==> src/rtl/quad_encoder_gen.sv <==
// Purpose: quadrature A/B emulator that emits N Gray-code phase steps, one every DWELL clocks.
// Latency: start sampled in cycle T; step k appears at T+1+k*DWELL; done pulses with the last step.
// Backpressure: none; start is ignored while busy, and abort ends a run early with a/b held.
module quad_encoder_gen #(
  parameter int unsigned DWELL  = 334,
  parameter int unsigned BITS   = 9,
  parameter int unsigned STEP_W = 16
) (
  input  logic              clk,
  input  logic              rst,
  input  logic              start,
  input  logic              dir,
  input  logic [STEP_W-1:0] steps,
  input  logic              abort,
  output logic              a,
  output logic              b,
  output logic              busy,
  output logic              done,
  output logic [STEP_W-1:0] remaining
);

  typedef enum logic {S_IDLE, S_RUN} state_t;

  localparam logic [BITS-1:0]   CNT_LAST = BITS'(DWELL - 1);
  localparam logic [STEP_W-1:0] REM_ONE  = STEP_W'(1);

  state_t            state_q, state_d;
  logic [BITS-1:0]   cnt_q, cnt_d;
  logic [STEP_W-1:0] rem_q, rem_d;
  logic              dir_q, dir_d;
  logic              a_q, a_d;
  logic              b_q, b_d;
  logic              done_q, done_d;

  // Next-state: command capture in IDLE, dwell counting and phase stepping in RUN.
  // The phase is kept directly as the (a,b) pair so both outputs come straight off flops.
  // Forward walks 00->10->11->01 (a'=~b, b'=a); reverse walks the opposite way (a'=b, b'=~a).
  always_comb begin
    state_d = state_q;
    cnt_d   = cnt_q;
    rem_d   = rem_q;
    dir_d   = dir_q;
    a_d     = a_q;
    b_d     = b_q;
    done_d  = 1'b0;
    case (state_q)
      S_IDLE: begin
        cnt_d = '0;
        rem_d = '0;
        if (start) begin
          dir_d = dir;
          if (steps == '0) begin
            done_d = 1'b1;
          end else begin
            state_d = S_RUN;
            rem_d   = steps;
          end
        end
      end
      S_RUN: begin
        if (abort) begin
          // Abort beats a coinciding final step: phase is held and no done pulse.
          state_d = S_IDLE;
          cnt_d   = '0;
          rem_d   = '0;
        end else if (cnt_q == CNT_LAST) begin
          cnt_d = '0;
          rem_d = rem_q - REM_ONE;
          if (dir_q) begin
            a_d = ~b_q;
            b_d = a_q;
          end else begin
            a_d = b_q;
            b_d = ~a_q;
          end
          if (rem_q == REM_ONE) begin
            state_d = S_IDLE;
            done_d  = 1'b1;
          end
        end else begin
          cnt_d = cnt_q + BITS'(1);
        end
      end
      default: state_d = S_IDLE;
    endcase
  end

  // State register with synchronous reset that overrides any command in flight.
  always_ff @(posedge clk) begin
    if (rst) begin
      state_q <= S_IDLE;
      cnt_q   <= '0;
      rem_q   <= '0;
      dir_q   <= 1'b0;
      a_q     <= 1'b0;
      b_q     <= 1'b0;
      done_q  <= 1'b0;
    end else begin
      state_q <= state_d;
      cnt_q   <= cnt_d;
      rem_q   <= rem_d;
      dir_q   <= dir_d;
      a_q     <= a_d;
      b_q     <= b_d;
      done_q  <= done_d;
    end
  end

  assign a         = a_q;
  assign b         = b_q;
  assign busy      = (state_q == S_RUN);
  assign done      = done_q;
  assign remaining = rem_q;

endmodule
==> config.mk <==
export PLATFORM = sky130hd
export DESIGN_NAME = quad_encoder_gen
export DESIGN_NICKNAME = d
export VERILOG_FILES = /design/src/rtl/quad_encoder_gen.sv
export SDC_FILE = /design/constraint.sdc
export NUM_CORES = 1
export LEC_CHECK = 0
export ABC_AREA = 1
export BUFFER_PORTS_ARGS = -buffer_cell sky130_fd_sc_hd__buf_2
export CORE_MARGIN = 2
export CORE_UTILIZATION = 30
export CTS_CLUSTER_SIZE = 28
export DETAILED_ROUTE_END_ITERATION = 7
export PLACE_DENSITY = 0.52
export SLEW_MARGIN = 40
export SYNTH_ARGS = -nofsm -noshare
export SYNTH_HDL_FRONTEND = slang
export SYNTH_SLANG_ARGS = --single-unit
==> constraint.sdc <==
create_clock -name clk -period 1.8 [get_ports clk]
set_input_delay 0.27 -clock clk [delete_from_list [all_inputs] [get_ports clk]]
set_output_delay 0.27 -clock clk [all_outputs]
set_load 0.05 [all_outputs]
# ---- After elaboration in Yosys (flattened, before gate mapping)
# Cells that the tools add are included.
dict set report word_totals {
  register_bits 30
  latch_bits 0
  mem_bits_rw 0
  rom_bits 0
  input_bits 21
  wordCells 41
  mem_count 0
}
dict set report op_classes {
  addsub 2
  multipliers 0
  div_mod_pow 0
  magnitude_cmp 0
  n_eq_ne 3
  n_shift 0
  muxes 22
  bitwise 4
  reduce_logical 3
}
# cell count
set op_table {}
lappend op_table {{two-way mux 16 bit} 4}
lappend op_table {{case mux 16 bit (2 select lines)} 1}
lappend op_table {{two-way mux 9 bit} 2}
lappend op_table {{case mux 9 bit (2 select lines)} 1}
lappend op_table {{== test 16 x 1 -> 1 bit, second input constant} 1}
lappend op_table {{logical NOT 16 bit} 1}
lappend op_table {{subtractor 16 x 1 -> 16 bit, second input constant} 1}
lappend op_table {{two-way mux 1 bit} 12}
lappend op_table {{adder 9 x 1 -> 9 bit, second input constant} 1}
lappend op_table {{== test 9 bit, second input constant} 1}
lappend op_table {{NOT 1 bit} 4}
lappend op_table {{case mux 1 bit (2 select lines)} 2}
lappend op_table {{inequality test 3 x 2 -> 1 bit, second input constant} 1}
lappend op_table {{AND reduction 3 bit} 1}
lappend op_table {{AND reduction 2 bit} 1}

# ---- Depth between registers and ports, before layout
# Gate-level depths: netlist (run 1).
dict set report depth {
  word_depth 5
  mapped_depth 11
  mapped_depth_nobuf 10
}

# ---- Worst setup path before layout (run 1)
# OpenSTA, ideal clock, no wires.
dict set report synth_timing {
  kind {register -> register}
  start {register state_q, in the netlist busy}
  end {register rem_q[0], in the netlist remaining[0]}
  arrival_time_ns 1.529
  setup_slack_ns 0.156
  stages_incl_launch_ff 8
  n_path_buf 2
  period_less_slack_ns 1.644
  cell_sequence {dfxtp_1 inv_2 nor2_8 nand2_2 buf_6 buf_6 o211ai_2 inv_1}
}
dict set report synth_via {
  elab_chain_cells 2
  word_cells_on_any_way 3
}
# item line
set synth_lines {}
lappend synth_lines {{start: declaration} 27} ;# state_t state_q, state_d;
lappend synth_lines {{start signal: assignment} 99} ;# state_q <= state_d;
lappend synth_lines {{NOT 1 bit} --}
lappend synth_lines {{case mux 16 bit (2 select lines)} 46} ;# case (state_q)
lappend synth_lines {{end signal: assignment} 101} ;# rem_q <= rem_d;
lappend synth_lines {{end: declaration} 29} ;# logic [STEP_W-1:0] rem_q, rem_d;
# Parallel ways exist; a longest one is shown, timed or not.
# A chain may end at the register's enable or synchronous reset.

# ---- Final worst setup path (run 1)
dict set report layout_timing {
  start {register cnt_q[0]}
  end {register rem_q[4], in the netlist remaining[4]}
}
dict set report layout_via {
  elab_chain_cells 2
}
# item line
set layout_lines {}
lappend layout_lines {{start: declaration} 28} ;# logic [BITS-1:0] cnt_q, cnt_d;
lappend layout_lines {{start signal: assignment} 100} ;# cnt_q <= cnt_d;
lappend layout_lines {{== test 9 bit} 66} ;# end else if (cnt_q == CNT_LAST) begin
lappend layout_lines {{inequality test 3 x 2 -> 1 bit (no source line)} --}
# No other way between the ends.

==> results of run 1 <==
-- cell families after synthesis --
family / Yosys count / share of synthesized area
compound gates: 42 / 0.1191
fa+ha+maj: 4 / 0.02661
simple gates: 175 / 0.4145
xor+xnor: 5 / 0.02329
buf+inv: 44 / 0.09714
flops: 30 / 0.3194
-- power by group through the flow --
| stage | logic (mW) | clock network (mW) | registers (mW) |
|---|---|---|---|
| finish | 0.489 | 0.678 | 0.731 |
| floorplan | 0.261 | 0 | 0.833 |
| global route | 0.552 | 0.742 | 0.737 |
| CTS | 0.491 | 0.702 | 0.731 |
| detailed placement | 0.488 | 0 | 0.746 |
| global placement | 0.490 | 0 | 0.747 |
-- flip-flops by register name, summed over array words and instances, names as in the netlist --
name / count
a: 1
remaining: 16
dir_q: 1
busy: 1
b: 1
cnt_q: 9
done: 1
-- how the worst max path moves through the flow --
stage	slack, ps	to	cells after the start	startpoint
3_3_place_gp	320	remaining[5]$_SDFFE_PP0P_	8	cnt_q[0]$_SDFF_PP0_
5_1_grt	50	remaining[5]$_SDFFE_PP0P_	8	cnt_q[0]$_SDFF_PP0_
3_5_place_dp	230	remaining[4]$_SDFFE_PP0P_	8	cnt_q[0]$_SDFF_PP0_
2_1_floorplan	160	remaining[0]$_SDFFE_PP0P_	7	busy$_SDFF_PP0_
6_report	220	remaining[4]$_SDFFE_PP0P_	8	cnt_q[0]$_SDFF_PP0_
4_1_cts	220	remaining[4]$_SDFFE_PP0P_	8	cnt_q[0]$_SDFF_PP0_
-- critical path, delay by kind of cell, from the launching register on --
kind / cells / cell delay, ps
fa+ha+maj: 1 / 160
buf+inv: 1 / 220
simple gates: 4 / 480
flops: 1 / 390
compound gates: 2 / 260
-- Yosys cell counts --
library cell,count,area (sq um)
ha_1,4,50.05
nor3_1,6,30.03
a21oi_1,20,100.1
nor3b_2,2,25.02
and3_1,1,6.260
o211ai_2,1,12.51
nand3_2,1,10.01
o21ai_0,14,70.07
o21bai_1,1,7.510
buf_2,2,10.01
nor2_8,1,20.02
nand4_1,4,25.02
xnor2_1,2,17.52
nand2_4,1,11.26
buf_6,2,22.52
inv_1,35,131.4
nand3_1,42,210.2
a31oi_1,3,18.77
o21ai_1,3,15.01
clkbuf_1,3,11.26
xor2_1,3,26.28
nand2_2,1,6.260
inv_2,2,7.510
nor2_1,54,202.7
nand2_1,62,232.7
dfxtp_1,30,600.6
-- through the flow --
| stage | power, mW | area (sq um) |
|---|---|---|
| floorplan | 1.094 | 1881 |
| global placement | 1.237 | 2161 |
| detailed placement | 1.234 | 2161 |
| CTS | 1.923 | 2270 |
| global route | 2.031 | 2270 |
| finish | 1.898 | 2270 |
-- layer usage --
metal,track usage,wire length [microns],share of wire
met5,0,0,0
met4,0.03577,24,0.0044
met2,0.2713,2610,0.48
met3,0.04573,312,0.057
met1,0.2146,2515,0.46
-- final cells by class --
type	instances	area share
clock buffer	5	0.03032
timing repair buffer	44	0.1014
inverter	37	0.06119
multi-input combinational	226	0.4835
sequential	30	0.2646
tap	75	0.04135
clock inverter	3	0.01764
==> metrics.yaml, run 1 <==
clock_network:
  htree_levels: 2
  clk_pin_slew_ps: 70
  cts_buffer_depth: 2
  cts_setup_buffers: 0
  ctsHoldBuffers: 0
  root_buffer: "clkbuf_8"
  cts_buffers: 5
  clk_latency_ps: 280
  cts_tree: "built"
  clock-sinks: 30
  cts_resized: 0
finish:
  drive_gt1_frac: 0.1768
  stdcell_count: 420
  area_delta_synth_final_pct: 20.69
  final_common_cell: "nand2_1"
  multi_input_area_sq_mm: 0.001097
  regArea_sq_um: 600.6
  num_antenna_cells: 0
  fillCellCount: 664
  mostFrequentLayoutCells: "62 x nand2_1, 54 x nor2_1, 42 x nand3_1"
  layout.nets: 369
  utilization: 0.3789
sta:
  slew_viol_final: 0
  clock_skew_ps: 2.820
  fmax_mhz: 634.1
  finalWorstPathRequiredPeriod_ps: 1577
  setup_viol: 0
  worst_pin_slew_ps: 564.6
  finalCritPeriodShare: 0.8762
  worst_slack_ps: 222.9
  relSlewSlack: 0.6232
  final.setup.tns_ps: 0
  rsz0062_at_grt: "no"
  worst_hold_slack_ps: 240.2
  hold_viol: 0
pwr:
  combPwrFrac: 0.258
  p_int_mw: 1.244
  p_sw_mw: 0.6542
  p_per_area_mw_per_mm2: 836.3
  sw_frac_of_total: 0.3447
  pwr-share-seq: 0.385
  ir_drop_v: 0.0003477
  clkPwrFrac: 0.357
  leakagePower_nw: 1.093
setup_path:
  endpoint_kind: "register"
  critical_path_required_ps: 2010
  slowest_delay_ps: 390
  reg2reg_to: "remaining[4]$_SDFFE_PP0P_"
  slowest_stage: "dfxtp_1"
  start_kind: "register"
  cp.arrival_ps: 1790
  path_cells: "ha_1 > nand2_1 > nor2_1 > nand2_1 > nand2_2 > buf_4 > o21ai_0 > a31oi_1"
  rr_worst_depth: 8
  rr_startpoint: "cnt_q[0]$_SDFF_PP0_"
  crit_type: "reg2reg"
  path_max_fanout: 11
  path_common_cell: "nand2_1"
  regToRegSetupSlack_ps: 220
min_path:
  whs_endpoint: "dir_q$_SDFFE_PP0P_"
  min_path_type: "in2reg"
  worstHoldStart: "dir"
  hold_depth: 3
route:
  avgViaCountPerCell: 4.817
  wire_per_inst_microns: 13.01
  post-route-drc-count: 0
  wl_mm: 5.463
  first_iter_violations: 113
  vias: 2023
  ant_nets: 0
  dr.pass1.iters: 4
synth:
  ys_ff_latch: 30
  synthDistinctLibCells: 26
  syn_area_per_cell_sq_um: 6.269
  ys.warnings.count: 0
  syn_nets: 325
  netlist_area_sq_mm: 0.001881
  ys_seq_area_frac: 0.3194
  syn_inst: 300
floorplanning:
  start_util: 0.3139
  io_pins: 41
  rows: 28
  dieArea_sq_mm: 0.006918
  die_h_microns: 83.18
  die_x_microns: 83.18
  core_area_sq_mm: 0.005991
global_route:
  overflow: 0
  grt_pass1_vias: 1890
  grt_max_degree: 17
  antenna_found_initial: 0
  grt_pass1_wl_mm: 9.259
  grtUsageTotal: 0.1646
placement:
  io_buffers: 40
  dp.cells: 412
  dp_slack_ps: 233.6
  place_hpwl_mm: 4.280
  gp_congestion: 0.8765
status:
  status: "finished, final reports clean"
flow_run:
  maxCapViolations: 0
(Power assumes the default switching activity.)
==> inputs of run 2 (changes only) <==
Settings changed: CTS_CLUSTER_DIAMETER from default to 60, PLACE_DENSITY 0.52 to 0.61.
==> metrics.yaml, run 2 (synthesized netlist as in run 1, its figures left out) <==
status:
  status: "finished, final reports clean"  # unchanged
clock_network:
  cts_resized: 0  # unchanged
  clk_latency_ps: 290  # was 280 ps
  htree_levels: 2  # unchanged
  clock-sinks: 30  # unchanged
  cts_buffer_depth: 2  # unchanged
  cts_tree: "built"  # unchanged
  root_buffer: "clkbuf_8"  # unchanged
  cts_setup_buffers: 0  # unchanged
  clk_pin_slew_ps: 60  # was 70 ps
  ctsHoldBuffers: 0  # unchanged
  cts_buffers: 5  # unchanged
floorplanning:
  die_h_microns: 83.18  # unchanged
  io_pins: 41  # unchanged
  rows: 28  # unchanged
  start_util: 0.3139  # unchanged
  die_x_microns: 83.18  # unchanged
  core_area_sq_mm: 0.005991  # unchanged
  dieArea_sq_mm: 0.006918  # unchanged
finish:
  mostFrequentLayoutCells: "62 x nand2_1, 54 x nor2_1, 42 x nand3_1"  # unchanged
  num_antenna_cells: 0  # unchanged
  largest_reg_flops: 16  # unchanged
  area_delta_synth_final_pct: 18.16  # was 20.69%
  final_common_cell: "nand2_1"  # unchanged
  drive_gt1_frac: 0.1637  # was 0.1768
  layout.nets: 367  # was 369
  fillCellCount: 649  # was 664
pwr:
  sw_frac_of_total: 0.3637  # was 0.3447
  leakagePower_nw: 1.064  # was 1.093 nW
  clkPwrFrac: 0.299  # was 0.357
  combPwrFrac: 0.274  # was 0.258
  ir_drop_v: 0.0004769  # was 0.0003477 V
  p_sw_mw: 0.6261  # was 0.6542 mW
  p_int_mw: 1.096  # was 1.244 mW
  p_per_area_mw_per_mm2: 774.7  # was 836.3 mW/mm^2
  pwr-share-seq: 0.427  # was 0.385
setup_path:
  path_cells: "inv_1 > ha_1 > inv_1 > nor2_1 > nand4_1 > nand3_1 > a21oi_1"  # was ha_1 > nand2_1 > nor2_1 > nand2_1 > nand2_2 > buf_4 > o21ai_0 > a31oi_1
  start_kind: "register"  # unchanged
  slowest_delay_ps: 360  # was 390 ps
  path_common_cell: "inv_1"  # was nand2_1
  cp.arrival_ps: 1660  # was 1790 ps
  endpoint_kind: "register"  # unchanged
  critical_path_required_ps: 1980  # was 2010 ps
  path_max_fanout: 6  # was 11
  critPathBufInv: 2  # was 1
  cp_top_family: "simple AND/OR/NAND/NOR gates"  # unchanged
  crit_type: "reg2reg"  # unchanged
  slowest_stage: "dfxtp_1"  # unchanged
sta:
  fmax_mhz: 676.6  # was 634.1 MHz
  relSlewSlack: 0.6467  # was 0.6232
  final.setup.tns_ps: 0  # unchanged
  finalCritPeriodShare: 0.8211  # was 0.8762
  hold_viol: 0  # unchanged
  setup_viol: 0  # unchanged
  clock_skew_ps: 5.108  # was 2.820 ps
  slew_viol_final: 0  # unchanged
  worst_pin_slew_ps: 529.3  # was 564.6 ps
  worst_hold_slack_ps: 244.3  # was 240.2 ps
  rsz0062_at_grt: "no"  # unchanged
  finalWorstPathRequiredPeriod_ps: 1478  # was 1577 ps
global_route:
  grtUsageTotal: 0.1513  # was 0.1646
  overflow: 0  # unchanged
  grt_pass1_vias: 1928  # was 1890
  grt_pass1_wl_mm: 8.576  # was 9.259 mm
  grt_max_degree: 20  # was 17
  antenna_found_initial: 0  # unchanged
  busiest_layer: "met2"  # unchanged
  use_met3: 0.04473  # was 0.04573
  grt_use_met2: 0.2544  # was 0.2713
  globalRouteMet1Util: 0.1805  # was 0.2146
route:
  ant_nets: 0  # unchanged
  wire_per_inst_microns: 12.28  # was 13.01 microns
  post-route-drc-count: 0  # unchanged
  vias: 2026  # was 2023
  dr.pass1.iters: 4  # unchanged
  wl_mm: 5.121  # was 5.463 mm
  first_iter_violations: 122  # was 113
  avgViaCountPerCell: 4.859  # was 4.817
placement:
  gp_congestion: 0.8726  # was 0.8765
  io_buffers: 40  # unchanged
  place_hpwl_mm: 4.046  # was 4.280 mm
min_path:
  min_path_type: "in2reg"  # unchanged
flow_run:
  maxCapViolations: 0  # unchanged
run 2: path summary, 6_finish.rpt:
kind	startpoint	end	slack, ps	cells past startpoint
max	remaining[0]$_SDFFE_PP0P_	remaining[14]$_SDFFE_PP0P_	320	7
min	dir	dir_q$_SDFFE_PP0P_	240	3
max reg2reg	remaining[0]$_SDFFE_PP0P_	remaining[14]$_SDFFE_PP0P_	320	7
min reg2reg	cnt_q[0]$_SDFF_PP0_	cnt_q[0]$_SDFF_PP0_	460	1
run 2: per-layer routing:
layer	vias to the layer above	share of wire
met1	921	0.47
met3	7	0.060
met2	43	0.46
li1	1055	-
met5	-	0
met4	0	0.013
run 2: power groups by stage:
stage,Combinational (mW),Sequential [mW],Clock [mW]
5_1_grt,0.524,0.740,0.554
6_report,0.471,0.735,0.515
2_1_floorplan,0.261,0.833,0
3_5_place_dp,0.467,0.749,0
4_1_cts,0.469,0.735,0.532
3_3_place_gp,0.468,0.750,0
run 2: layout make-up:
type	instances	area, sq um	share of cell area
clock buffer	7	76.32	0.03435
inverter	37	138.9	0.06250
multi-input combinational	226	1097	0.4938
sequential	30	600.6	0.2703
tap	75	93.84	0.04223
timing repair buffer	42	215.2	0.09685
run 2: per-stage QoR:
step                      instance area (sq um)  cells    util  worst slack, ps  power [mW]
after global routing                       2222    417  0.3709            127.4       1.818
after floorplan                            1881    300       -            156.1       1.094
after detailed placement                   2146    410  0.3582            354.2       1.217
final                                      2222    417  0.3709            322.0       1.722
after CTS                                  2222    417  0.3709            344.1       1.736
after global placement                     2146    410  0.3582            363.5       1.218
run 2: tightest hold or removal path: stages:
cell and delay (ps):
buf_2 80, nor3_1 40, nor2_1 100
==> inputs of run 3 (changes only) <==
Settings changed: ABC_AREA 1 to 0, PLACE_DENSITY 0.61 to 0.62.
Clock period 1.8 ns to 1.5 ns, I/O delays scaled along.
==> metrics.yaml, run 3 <==
status:
  status: "finished, violations left"  # was finished, final reports clean
  violations: "setup timing"
route:
  avgViaCountPerCell: 4.950  # was 4.859
  vias: 1965  # was 2026
  wl_mm: 5.515  # was 5.121 mm
  post-route-drc-count: 0  # unchanged
  dr.pass1.iters: 4  # unchanged
  wire_per_inst_microns: 13.89  # was 12.28 microns
  first_iter_violations: 64  # was 122
  ant_nets: 0  # unchanged
sta:
  final.setup.tns_ps: -7729  # was 0 ps
  relSlewSlack: 0.6671  # was 0.6467
  finalWorstPathRequiredPeriod_ps: 1889  # was 1478 ps
  worst_slack_ps: -388.9  # was 322.0 ps
  rsz0062_at_grt: "yes"  # was no
  finalCritPeriodShare: 1.259  # was 0.8211
  worst_pin_slew_ps: 499.4  # was 529.3 ps
  clock_skew_ps: 7.613  # was 5.108 ps
  hold_viol: 0  # unchanged
  fmax_mhz: 529.4  # was 676.6 MHz
  setup_viol: 29  # was 0
  slew_viol_final: 0  # unchanged
global_route:
  grt_use_met2: 0.3034  # was 0.2544
  use_met3: 0.03678  # was 0.04473
  grt_pass1_wl_mm: 8.721  # was 8.576 mm
  overflow: 0  # unchanged
  busiest_layer: "met2"  # unchanged
  grtUsageTotal: 0.1823  # was 0.1513
  grt_pass1_vias: 1912  # was 1928
  grt_max_degree: 18  # was 20
  antenna_found_initial: 0  # unchanged
  globalRouteMet1Util: 0.2230  # was 0.1805
placement:
  place_area_sq_mm: 0.002579  # was 0.002146 sq mm
  place_hpwl_mm: 4.038  # was 4.046 mm
  dp_slack_ps: -414.7  # was 354.2 ps
  gp_congestion: 0.7969  # was 0.8726
  io_buffers: 40  # unchanged
floorplanning:
  io_pins: 41  # unchanged
  rows: 27  # was 28
  start_util: 0.3064  # was 0.3139
  core_area_sq_mm: 0.005439  # was 0.005991 sq mm
  die_h_microns: 78.54  # was 83.18 microns
  die_x_microns: 78.54  # was 83.18 microns
  dieArea_sq_mm: 0.006168  # was 0.006918 sq mm
synth:
  syn_area_per_cell_sq_um: 8.170  # was 6.269 sq um
  syn_inst: 204  # was 300
  netlist_area_sq_mm: 0.001667  # was 0.001881 sq mm
  synthDistinctLibCells: 41  # was 26
  synth_common_cells: "30 x dfxtp_1, 22 x nor2_1, 19 x nand2_1"  # was 62 x nand2_1, 54 x nor2_1, 42 x nand3_1
  yosysTopAreaCell: "dfxtp_1"  # unchanged
  syn_nets: 229  # was 325
  ys_seq_area_frac: 0.3604  # was 0.3194
  ys_ff_latch: 30  # unchanged
  synth_most_common_cell: "dfxtp_1"  # was nand2_1
  ys.flop_type: "dfxtp_1"  # unchanged
  ys.warnings.count: 0  # unchanged
  synth_top_area_frac: 0.3604  # was 0.3194
  synthArstFlopShare: 0  # unchanged
  synthTopCellsByArea: "dfxtp_1 36%, xnor2_1 6.3%, nor2_1 5.0%, a21oi_1 4.8%, nor3_1 4.5%"  # was dfxtp_1 32%, nand2_1 12%, nand3_1 11%, nor2_1 11%, inv_1 7.0%
  synth_edf_count: 0  # unchanged
pwr:
  clkPwrFrac: 0.286  # was 0.299
  combPwrFrac: 0.324  # was 0.274
  leakagePower_nw: 1.259  # was 1.064 nW
  p_per_area_mw_per_mm2: 758.8  # was 774.7 mW/mm^2
  sw_frac_of_total: 0.3258  # was 0.3637
  ir_drop_v: 0.0004026  # was 0.0004769 V
  pwr-share-seq: 0.390  # was 0.427
  p_sw_mw: 0.7166  # was 0.6261 mW
  p_int_mw: 1.483  # was 1.096 mW
setup_path:
  slowest_delay_ps: 470  # was 360 ps
  regToRegSetupSlack_ps: -390  # was 320 ps
  slowest_stage: "or4_4"  # was dfxtp_1
  start_kind: "register"  # unchanged
  cp.arrival_ps: 2060  # was 1660 ps
  crit_type: "reg2reg"  # unchanged
  critical_path_required_ps: 1670  # was 1980 ps
  endpoint_kind: "register"  # unchanged
  path_max_fanout: 5  # was 6
  path_cells: "inv_2 > ha_4 > nand4b_4 > or4_4 > buf_6 > or4_1 > o21ai_1 > a21oi_1"  # was inv_1 > ha_1 > inv_1 > nor2_1 > nand4_1 > nand3_1 > a21oi_1
finish:
  layout.nets: 349  # was 367
  num_antenna_cells: 0  # unchanged
  design_area_sq_mm: 0.002899  # was 0.002222 sq mm
  largest_reg_flops: 16  # unchanged
  drive_gt1_frac: 0.5415  # was 0.1637
  mostFrequentLayoutCells: "70 x buf_4, 40 x buf_2, 19 x nor2_1"  # was 62 x nand2_1, 54 x nor2_1, 42 x nand3_1
  final_common_cell: "buf_4"  # was nand2_1
  area_delta_synth_final_pct: 73.95  # was 18.16%
flow_run:
  maxCapViolations: 0  # unchanged
clock_network:
  htree_levels: 2  # unchanged
  root_buffer: "clkbuf_8"  # unchanged
  clk_pin_slew_ps: 70  # was 60 ps
  cts_buffers: 5  # unchanged
  cts_buffer_depth: 2  # unchanged
  clock-sinks: 30  # unchanged
  cts_tree: "built"  # unchanged
  ctsHoldBuffers: 0  # unchanged
  clk_latency_ps: 280  # was 290 ps
min_path:
  min_path_type: "in2reg"  # unchanged
run 3: changes by cell type in the layout (fill, tap and decap cells not counted), moves of 8 or more:
cell / previous run / this run
buf_6: 0 / 11
nor3_1: 6 / 15
buf_4: 2 / 70
dfxtp_1: 30 / 17
nor2_1: 54 / 19
nand3_1: 42 / 5
xnor2_1: 2 / 12
nand2_1: 62 / 18
inv_1: 35 / 0
o21ai_0: 14 / 6
run 3: power groups by stage:
| stage | registers (mW) | logic [mW] | clock network [mW] |
|---|---|---|---|
| CTS | 0.856 | 0.680 | 0.644 |
| detailed placement | 0.873 | 0.651 | 0 |
| floorplan | 0.987 | 0.257 | 0 |
| global placement | 0.872 | 0.647 | 0 |
| global route | 0.862 | 0.765 | 0.687 |
| finish | 0.858 | 0.712 | 0.629 |
run 3: per-layer routing:
layer	vias to the layer above	wire, microns	share of wire
li1	991	-	-
met1	914	2368	0.43
met2	47	2780	0.50
met3	13	235	0.043
met4	0	132	0.024
met5	-	0	0
run 3: cell families after synthesis:
family | synth area share
AOI/OAI and AO/OA | 0.1832
and+or+nand+nor | 0.3086
xor gates and xnor gates | 0.08408
buffers and inverters | 0.03378
adders and majority gates | 0.03003
DFF | 0.3604
run 3: layout make-up:
| type | instances | area, sq um |
|---|---|---|
| fillers | 508 | 2540 |
| multi-input cells | 161 | 1191 |
| repair buffers | 123 | 889.6 |
| flip-flops and latches | 30 | 631.9 |
| well taps | 72 | 90.09 |
| clock buffers | 8 | 80.08 |
| inverters | 3 | 16.27 |
run 3: timing repair:
action	4_1_cts	5_1_grt
setup buffers	7	6
pin swaps	12	10
setup endpoints to repair	29	29
endpoints found under the hold margin	0	0
resized for setup	18	15
run 3: path summary, 6_finish.rpt:
check,startpoint,end,cells after the start
worst min-delay path,steps[15],remaining[15]$_SDFFE_PP0P_,3
worst max-delay path,cnt_q[1]$_SDFF_PP0_,remaining[11]$_SDFFE_PP0P_,8
worst min register to register,dir_q$_SDFFE_PP0P_,dir_q$_SDFFE_PP0P_,2
worst max register to register,cnt_q[1]$_SDFF_PP0_,remaining[11]$_SDFFE_PP0P_,8
run 3: worst max-delay path: cells and delay by family (launching register included):
family	cells	cell delay (ps)
and+or+nand+nor	3	970
buffers and inverters	2	190
adders and majority gates	1	130
DFF	1	320
AOI/OAI and AO/OA	2	160
run 3: metrics by stage:
stage / hold WS, ps / power (mW) / std cells / util
detailed placement: 453.4 / 1.524 / 376 / 0.4741
global route: 167.3 / 2.314 / 397 / 0.5330
finish: 161.1 / 2.200 / 397 / 0.5330
global placement: 453.4 / 1.519 / 376 / 0.4741
CTS: 156.6 / 2.180 / 391 / 0.5121
floorplan: 343.1 / 1.244 / 204 / -
